File: src/rtl/result_collector.sv
// Result collector: small FIFO for upstream sums with a running total and a drop counter.
// Optional feature macro RC_ACC_SAT_EN: the total saturates at all-ones and raises a sticky acc_sat flag.
module result_collector #(
  parameter int W     = 10,
  parameter int DEPTH = 4,
  parameter int ACC_W = 16
) (
  input  logic                     clk,
  input  logic                     rst_n,
  input  logic                     clr,
  input  logic                     in_valid,
  input  logic [W-1:0]             in_data,
  input  logic                     out_ready,
  output logic                     out_valid,
  output logic [W-1:0]             out_data,
  output logic [$clog2(DEPTH):0]   level,
  output logic [ACC_W-1:0]         acc,
  output logic [7:0]               drop_cnt,
  output logic                     acc_sat
);

  localparam int PW = $clog2(DEPTH);
  localparam int LW = PW + 1;

  typedef enum logic [1:0] {
    EMPTY = 2'd0,
    PART  = 2'd1,
    FULL  = 2'd2
  } state_t;

  state_t           state;
  state_t           state_nxt;
  logic [W-1:0]     mem [DEPTH];
  logic [PW-1:0]    head;
  logic [PW-1:0]    tail;
  logic [LW-1:0]    level_nxt;
  logic             push;
  logic             pop;
  logic             accept;
  logic             drop;
  logic [ACC_W-1:0] acc_nxt;
  logic             sat_set;

  assign push      = in_valid;
  assign out_valid = (state != EMPTY);
  assign pop       = out_valid & out_ready;
  assign out_data  = out_valid ? mem[head] : '0;

  // A push into a full FIFO is only accepted when the head leaves in the same cycle.
  always_comb begin
    accept    = 1'b0;
    drop      = 1'b0;
    level_nxt = level;
    state_nxt = state;
    if (clr) begin
      level_nxt = '0;
      state_nxt = EMPTY;
    end else begin
      accept = push && ((state != FULL) || pop);
      drop   = push && (state == FULL) && !pop;
      if (accept && !pop) begin
        level_nxt = level + LW'(1);
      end else if (!accept && pop) begin
        level_nxt = level - LW'(1);
      end
      if (level_nxt == '0) begin
        state_nxt = EMPTY;
      end else if (level_nxt == LW'(DEPTH)) begin
        state_nxt = FULL;
      end else begin
        state_nxt = PART;
      end
    end
  end

  always_ff @(posedge clk or negedge rst_n) begin
    if (!rst_n) begin
      state <= EMPTY;
      level <= '0;
    end else begin
      state <= state_nxt;
      level <= level_nxt;
    end
  end

  // DEPTH is a power of two, so the pointers wrap by natural overflow.
  always_ff @(posedge clk or negedge rst_n) begin
    if (!rst_n) begin
      head <= '0;
      tail <= '0;
    end else if (clr) begin
      head <= '0;
      tail <= '0;
    end else begin
      if (accept) begin
        tail <= tail + PW'(1);
      end
      if (pop) begin
        head <= head + PW'(1);
      end
    end
  end

  always_ff @(posedge clk) begin
    if (accept) begin
      mem[tail] <= in_data;
    end
  end

`ifdef RC_ACC_SAT_EN
  logic [ACC_W:0] sum;

  always_comb begin
    sum     = {1'b0, acc} + (ACC_W + 1)'(in_data);
    sat_set = sum[ACC_W];
    acc_nxt = sum[ACC_W] ? '1 : sum[ACC_W-1:0];
  end

  always_ff @(posedge clk or negedge rst_n) begin
    if (!rst_n) begin
      acc_sat <= 1'b0;
    end else if (clr) begin
      acc_sat <= 1'b0;
    end else if (accept && sat_set) begin
      acc_sat <= 1'b1;
    end
  end
`else
  always_comb begin
    sat_set = 1'b0;
    acc_nxt = acc + ACC_W'(in_data);
  end

  assign acc_sat = 1'b0;
`endif

  always_ff @(posedge clk or negedge rst_n) begin
    if (!rst_n) begin
      acc <= '0;
    end else if (clr) begin
      acc <= '0;
    end else if (accept) begin
      acc <= acc_nxt;
    end
  end

  // Drops are only counted when the push is refused; the counter sticks at 255.
  always_ff @(posedge clk or negedge rst_n) begin
    if (!rst_n) begin
      drop_cnt <= '0;
    end else if (clr) begin
      drop_cnt <= '0;
    end else if (drop && (drop_cnt != 8'hFF)) begin
      drop_cnt <= drop_cnt + 8'd1;
    end
  end

endmodule

File: config.mk
export PLATFORM = sky130hd
export DESIGN_NAME = result_collector
export DESIGN_NICKNAME = d
export VERILOG_FILES = /design/src/rtl/result_collector.sv
export SDC_FILE = /design/constraint.sdc
export NUM_CORES = 1
export LEC_CHECK = 0
export ABC_AREA = 0
export CORE_MARGIN = 2
export CORE_UTILIZATION = 30
export CTS_BUF_LIST = sky130_fd_sc_hd__clkbuf_8
export CTS_CLUSTER_DIAMETER = 200
export DETAILED_ROUTE_END_ITERATION = 8
export PLACE_DENSITY_LB_ADDON = 0.15
export SLEW_MARGIN = 40
export SYNTH_ARGS = -nofsm -noshare
export SYNTH_HDL_FRONTEND = slang
export SYNTH_SLANG_ARGS = --single-unit
File: constraint.sdc
create_clock -name clk -period 3 [get_ports clk]
set_clock_uncertainty 0.05 [all_clocks]
set_input_delay 0.6 -clock clk [delete_from_list [all_inputs] [get_ports clk]]
set_output_delay 0.6 -clock clk [all_outputs]
set_load 0.005 [all_outputs]
==> key figures, run 1 <==
Clock network
  – CTS Buffer Depth: 2
  – Hold buffer count at CTS: 0
  – Sink Count: 73
  – Clock root cell: clkbuf_8
  – CTS tree: built
  – CTS Buf Count: 9
  – Max H-tree Level: 3
  – Resized cells post-CTS: 0
  – Worst-skew pair later-pin latency: 0.35 ns
  – Post-CTS Setup Bufs: 0
  – Clock-pin slew on the worst setup and hold paths: roughly 0.080 ns

Floorplanning
  – Row count: 40
  – Width of the die: approximately 110 µm
  – Die Height: between 100 and 150 µm
  – Core area: ~12,000 µm²
  – Die area: 13,000 µm²
  – Initial core utilization: between 30% and 40%
  – # IOs: 54

Pwr
  – Leak: approximately 1.8 nW
  – Total power: ~2.7 mW
  – Peak supply drop: 0.000255 V
  – P per Cell Area: between 500 and 600 nW/µm²

Global routing
  – Vias in the first global route: around 2.5k
  – All-Layer GR Usage: a little over an eighth
  – First-pass GRT wire length: 13,300 µm
  – Largest net degree at the start of global routing: 34
  – Initial antenna violation count: 0
  – Global route overflow: 0

Timing
  – Slew Limit Fails: 0
  – Final Hold Viols: 0
  – WHS: between 0.5 and 0.6 ns
  – Final worst setup slack: ~0.20 ns
  – Actual slew at the worst max-slew pin: about 0.53 ns
  – RSZ-0062 raised after global routing: false
  – Final setup vio count: 0
  – Setup tns final: 0 ns
  – FMAX: roughly 360 MHz
  – Slew HR: around two thirds
  – Final min period: around 2.8 ns
  – Fin crit share: 93.2%

Drt
  – DRT iter0 DRCs: 100
  – # DRC: 0
  – Routed Antenna Nets: 0
  – Via/cell ratio: ~4.8
  – Via count: about 2.4k
  – WL per Instance: 15.8 µm
  – Top layer in use: met4
  – Final wirelength: about 8100 µm
  – Detailed Routing Iterations Pass 1: 4
  – DR WL met2: 3640 µm
  – DR WL met3: around 290 µm
  – Metal-1 WL: 4040 µm

Final layout
  – Layout area overhead: 27.0%
  – Final core occ: 38.8%
  – Layout cell share with drive strength beyond 1: 14.2%
  – Antenna diodes: 0
  – Nets@finish: 394

Synthesis
  – Synthesized cell area: around 3600 µm²
  – EDFF count, synth: 40
  – Post-synthesis instance total: roughly 300
  – Commonest cells post-synth: edfxtp_1 (40), dfrtp_1 (33), nor2_1 (30), nand2_1 (19), ha_1 (17)
  – Count of state elements after synthesis: 73
  – Library cells used by synthesis: 53
  – Asr flop ratio synth: 45.2%
  – Synth area leader: edfxtp_1
  – Largest cells by area after synthesis: edfxtp_1 (33%), dfrtp_1 (23%), mux4_2 (6.2%)
  – Syn nets: roughly 330
  – Most used DFF post-synth: edfxtp_1
  – Most frequent cell after synthesis: edfxtp_1
  – Yosys synthesis warning count: 0
  – Syn Area/Cell: between 10 and 15 µm²
  – Share of the synthesized area in the top cell type: about 33%
  – Sequential fraction of the synthesis area: a little under three fifths

Worst setup path
  – Worst Path Class, Setup: in -> reg
  – Crit Path Max Fanout: 5
  – Crit path required time: 3.23 ns
  – Crit. End Element: flop
  – CP Data Arrival Time: between 3 and 4 ns
  – Crit start category: primary input

Placement
  – Pre-CTS WS: -0.192 ns
  – Port buffer count: 52
  – GP Congestion: around 0.73
  – Hpwl dp: around 5600 µm

Outcome
  – Status: complete, no violations

Worst hold path
  – Hold crit path type: reg -> reg

Flow run
  – Max Cap Viol: 0
[path summary, 6_finish.rpt]
| check | start | end | slack [ns] | depth (start not counted) |
|---|---|---|---|---|
| setup / recovery | in_data[0] | acc[14]$_DFFE_PN0P_ | 0.20 | 9 |
| hold / removal | acc[7]$_DFFE_PN0P_ | acc[7]$_DFFE_PN0P_ | 0.51 | 1 |
| setup reg to reg | acc[0]$_DFFE_PN0P_ | acc[14]$_DFFE_PN0P_ | 0.62 | 8 |
| hold reg to reg | acc[7]$_DFFE_PN0P_ | acc[7]$_DFFE_PN0P_ | 0.51 | 1 |
| max in group asynchronous | rst_n | acc[13]$_DFFE_PN0P_ | 1.97 | 2 |
| min in group asynchronous | rst_n | acc[1]$_DFFE_PN0P_ | 0.61 | 2 |
[placed cells by master (no fill, tap or decap), types with 2 or more instances in the layout]
master	synthesis	layout
clkdlybuf4s50_1	0	52
edfxtp_1	40	40
dfrtp_1	33	33
nor2_1	30	30
nand2_1	19	19
ha_1	17	17
buf_4	1	14
a21oi_1	13	13
inv_1	11	12
and2_1	12	12
xnor2_1	11	11
nand3_1	10	10
mux4_2	10	10
clkbuf_8	1	10
and3_1	8	8
xor2_1	8	8
o21ai_0	7	7
a211oi_1	4	4
nor3_1	4	4
o31ai_1	3	3
or4_1	3	3
a22oi_1	2	2
or2_2	2	2
o21a_1	2	2
a21o_1	2	2
and2b_2	2	2
nand2b_1	2	2
a22o_1	2	2
mux2i_1	2	2
nand4_1	2	2
or3_1	2	2
inv_6	0	2
bufinv_16	0	2
[per-layer routing]
layer  global-route usage [%]  vias to the layer above
li1                         -                     1202
met3                     3.12                       10
met4                     5.61                        0
met2                     20.0                       43
met5                        0                        -
met1                     18.7                     1194
[through the flow]
| step | instance area [µm²] | cells |
|---|---|---|
| after floorplan | 3640 | 294 |
| after global placement | 4390 | 497 |
| after detailed placement | 4390 | 497 |
| after CTS | 4620 | 513 |
| after global routing | 4620 | 513 |
| final | 4620 | 513 |
[power breakdown]
| part | switching (mW) | leakage [nW] | internal, mW | total, mW |
|---|---|---|---|---|
| Clock | 0.386 | 0.119 | 0.496 | 0.882 |
| Combinational | 0.297 | 0.866 | 0.340 | 0.637 |
| Sequential | 0.0516 | 0.812 | 1.12 | 1.17 |
[flip-flops by register name (all words and copies together) (netlist names)]
register and flops:
drop_cnt 8, mem 40, head 2, state 2
tail 2, level 3, acc 16
[worst max-delay path: stages]
cell and delay (ns):
clkdlybuf4s50_1 0.55, ha_1 0.19, inv_1 0.05, fa_1 0.37, and2b_2 0.24, o2111ai_2 0.11
and3b_1 0.25, or4_1 0.51, a21oi_1 0.15
[logic make-up after synthesis]
group / after synthesis / share of synthesized area, %
adders and majority gates: 18 / 6.40
and+or+nand+nor: 104 / 14.9
DFF: 73 / 55.7
other: 1 / 0.103
buffers and inverters: 21 / 2.65
muxes: 12 / 6.74
xor gates and xnor gates: 19 / 4.57
AOI/OAI and AO/OA: 46 / 8.94
[area by class of cell]
| class | count | area (µm²) |
|---|---|---|
| Clock buffer | 10 | 138 |
| Clock inverter | 6 | 90.1 |
| Sequential cell | 73 | 2030 |
| Multi-Input combinational cell | 200 | 1520 |
| Tap cell | 147 | 184 |
| Inverter | 11 | 41.3 |
| Fill cell | 1170 | 7290 |
| Timing Repair Buffer | 66 | 626 |
(Power assumes the default switching activity.)
==> inputs of run 2 (changes only) <==
- CAP_MARGIN: not set -> 0
- RECOVER_POWER: not set -> 25
==> key figures, run 2 (synthesized netlist as in run 1, its figures left out) <==
Global routing
  – Largest net degree at the start of global routing: 34
  – Global route overflow: 0
  – Initial antenna violation count: 0
  – First-pass GRT wire length: roughly 13,000 µm
  – All-Layer GR Usage: 13.4%
  – Vias in the first global route: approximately 2.5k

Pwr
  – Total power: between 2 and 3 mW
  – P per Cell Area: about 580 nW/µm²
  – Peak supply drop: around 0.00026 V
  – Leak: between 1.5 and 2 nW

Timing
  – Final setup vio count: 0
  – RSZ-0062 raised after global routing: false
  – FMAX: between 300 and 400 MHz
  – Slew HR: -26.0%
  – Slew Limit Fails: 34
  – WHS: 0.508 ns
  – Final min period: about 2.8 ns
  – Final Hold Viols: 0
  – Actual slew at the worst max-slew pin: 1.89 ns
  – Fin crit share: 93.4%

Clock network
  – Resized cells post-CTS: 0
  – Clock-pin slew on the worst setup and hold paths: ~0.080 ns
  – Sink Count: 73
  – Clock root cell: clkbuf_8
  – Max H-tree Level: 3
  – Worst-skew pair later-pin latency: about 0.35 ns
  – CTS Buf Count: 9
  – CTS tree: built
  – Post-CTS Setup Bufs: 0
  – CTS Buffer Depth: 2
  – Hold buffer count at CTS: 0

Final layout
  – Leading registers by flop count: mem: 40 flops, acc: 16 flops, drop_cnt: 8 flops
  – Layout cell share with drive strength beyond 1: between 10 and 15%
  – Nets@finish: just under 400
  – Fin cells: about 510
  – Max FFs per register: 40
  – # fillers: 1,170
  – Most frequent cells in the layout: clkdlybuf4s50_1 (44), edfxtp_1 (40), dfrtp_1 (33), nor2_1 (30), nand2_1 (19)
  – Most common cell after layout, fill and taps aside: clkdlybuf4s50_1
  – Antenna diodes: 0
  – Post-route cell area: around 4600 µm²
  – Largest reg by FF count: mem
  – Layout area overhead: 26.9%

Placement
  – GP Congestion: about 0.73
  – Port buffer count: between 50 and 60
  – Placed insts: between 400 and 500
  – Hpwl dp: between 5000 and 6000 µm
  – Dpl cell area: 4390 µm²

Worst setup path
  – CP Data Arrival Time: between 3 and 4 ns
  – Bufs and invs on worst path: 2
  – Worst setup path startpoint: in_data[0]
  – FF-to-FF setup slack: 0.62 ns
  – Cells along the critical path: clkdlybuf4s50_1 -> ha_1 -> inv_1 -> fa_1 -> and2b_2 -> o2111ai_2 -> and3b_1 -> or4_1 -> a21oi_1
  – Delay of the slowest critical-path stage: 0.55 ns
  – Crit. End Element: flop
  – Worst Path Class, Setup: in -> reg
  – Reg-to-reg endpoint: acc[14]$_DFFE_PN0P_
  – Crit start category: primary input
  – Crit Reg-Reg Startpoint: acc[0]$_DFFE_PN0P_
  – Crit Path Max Fanout: 5
  – CP max-delay cell: clkdlybuf4s50_1
  – Crit path required time: about 3.2 ns
  – Reg2Reg Depth: 8
  – Worst path top cell family by delay: simple AND/OR/NAND/NOR gates

Worst hold path
  – Hold worst-path end: acc[7]$_DFFE_PN0P_
  – Hold Path Stages: 1
  – Hold Startpoint: acc[7]$_DFFE_PN0P_
  – Hold crit path type: reg -> reg

Drt
  – # DRC: 0
  – Via count: 2,452
  – Final wirelength: roughly 8100 µm
  – DRT iter0 DRCs: 98
  – Via/cell ratio: between 4 and 5
  – Detailed Routing Iterations Pass 1: 4
  – WL per Instance: around 16 µm
  – Routed Antenna Nets: 0

Outcome
  – Status: finished with violations
  – Failing checks: capacitance limit, slew limit

Floorplanning
  – # IOs: between 50 and 60
  – Width of the die: 114 µm
  – Die area: between 10,000 and 15,000 µm²
  – Core area: approximately 12,000 µm²
  – Initial core utilization: 30.5%
  – Row count: 40
  – Die Height: 114 µm

Flow run
  – Max Cap Viol: 1
## run 2: final cells by class
class                           count  area, µm²  share of cell area (%)
Sequential cell                    73       2030                    43.9
Multi-Input combinational cell    200       1520                    32.8
Timing Repair Buffer               66        622                    13.5
Tap cell                          147        184                    3.98
Clock buffer                       10        138                    2.98
Clock inverter                      6       90.1                    1.95
Inverter                           11       41.3                   0.894
## run 2: worst max-delay path by stage
stage | end | slack [ns] | depth (start not counted)
3_5_place_dp | acc[14]$_DFFE_PN0P_ | -0.19 | 9
5_1_grt | acc[14]$_DFFE_PN0P_ | 0.05 | 9
3_3_place_gp | acc[14]$_DFFE_PN0P_ | -0.14 | 9
4_1_cts | acc[14]$_DFFE_PN0P_ | 0.20 | 9
6_report | acc[14]$_DFFE_PN0P_ | 0.20 | 9
2_1_floorplan | acc[14]$_DFFE_PN0P_ | 0.54 | 8
## run 2: layer usage
layer	global-route usage [%]	part of all wire, %	up-vias
li1	-	-	1202
met1	18.7	50	1197
met2	20.0	45	42
met3	3.12	3.6	11
met4	5.61	1.5	0
met5	0	0	-
## run 2: stage by stage
stage	worst slack, ns	util (%)	TNS (ns)
2_1_floorplan	0.537	-	0
3_3_place_gp	-0.143	36.9	-0.255
3_5_place_dp	-0.192	36.9	-0.396
4_1_cts	0.198	38.8	0
5_1_grt	0.0535	38.8	0
6_report	0.197	38.8	0
## run 2: worst register-to-register path, stage by stage (launching register included)
cell and delay (ns):
dfrtp_1 0.40, ha_1 0.18, inv_1 0.05, fa_1 0.37, and2b_2 0.24, o2111ai_2 0.11
and3b_1 0.25, or4_1 0.51, a21oi_1 0.15
## run 2: report_power, final
group | switching [mW] | internal [mW]
sequential | 0.0518 | 1.12
combinational | 0.297 | 0.337
clock | 0.386 | 0.496
==> inputs of run 3 (changes only) <==
- GPL_ROUTABILITY_DRIVEN: not set -> 0
==> results of run 3 <==
No change in the layout: final DEF, timing and power equal those of run 2.
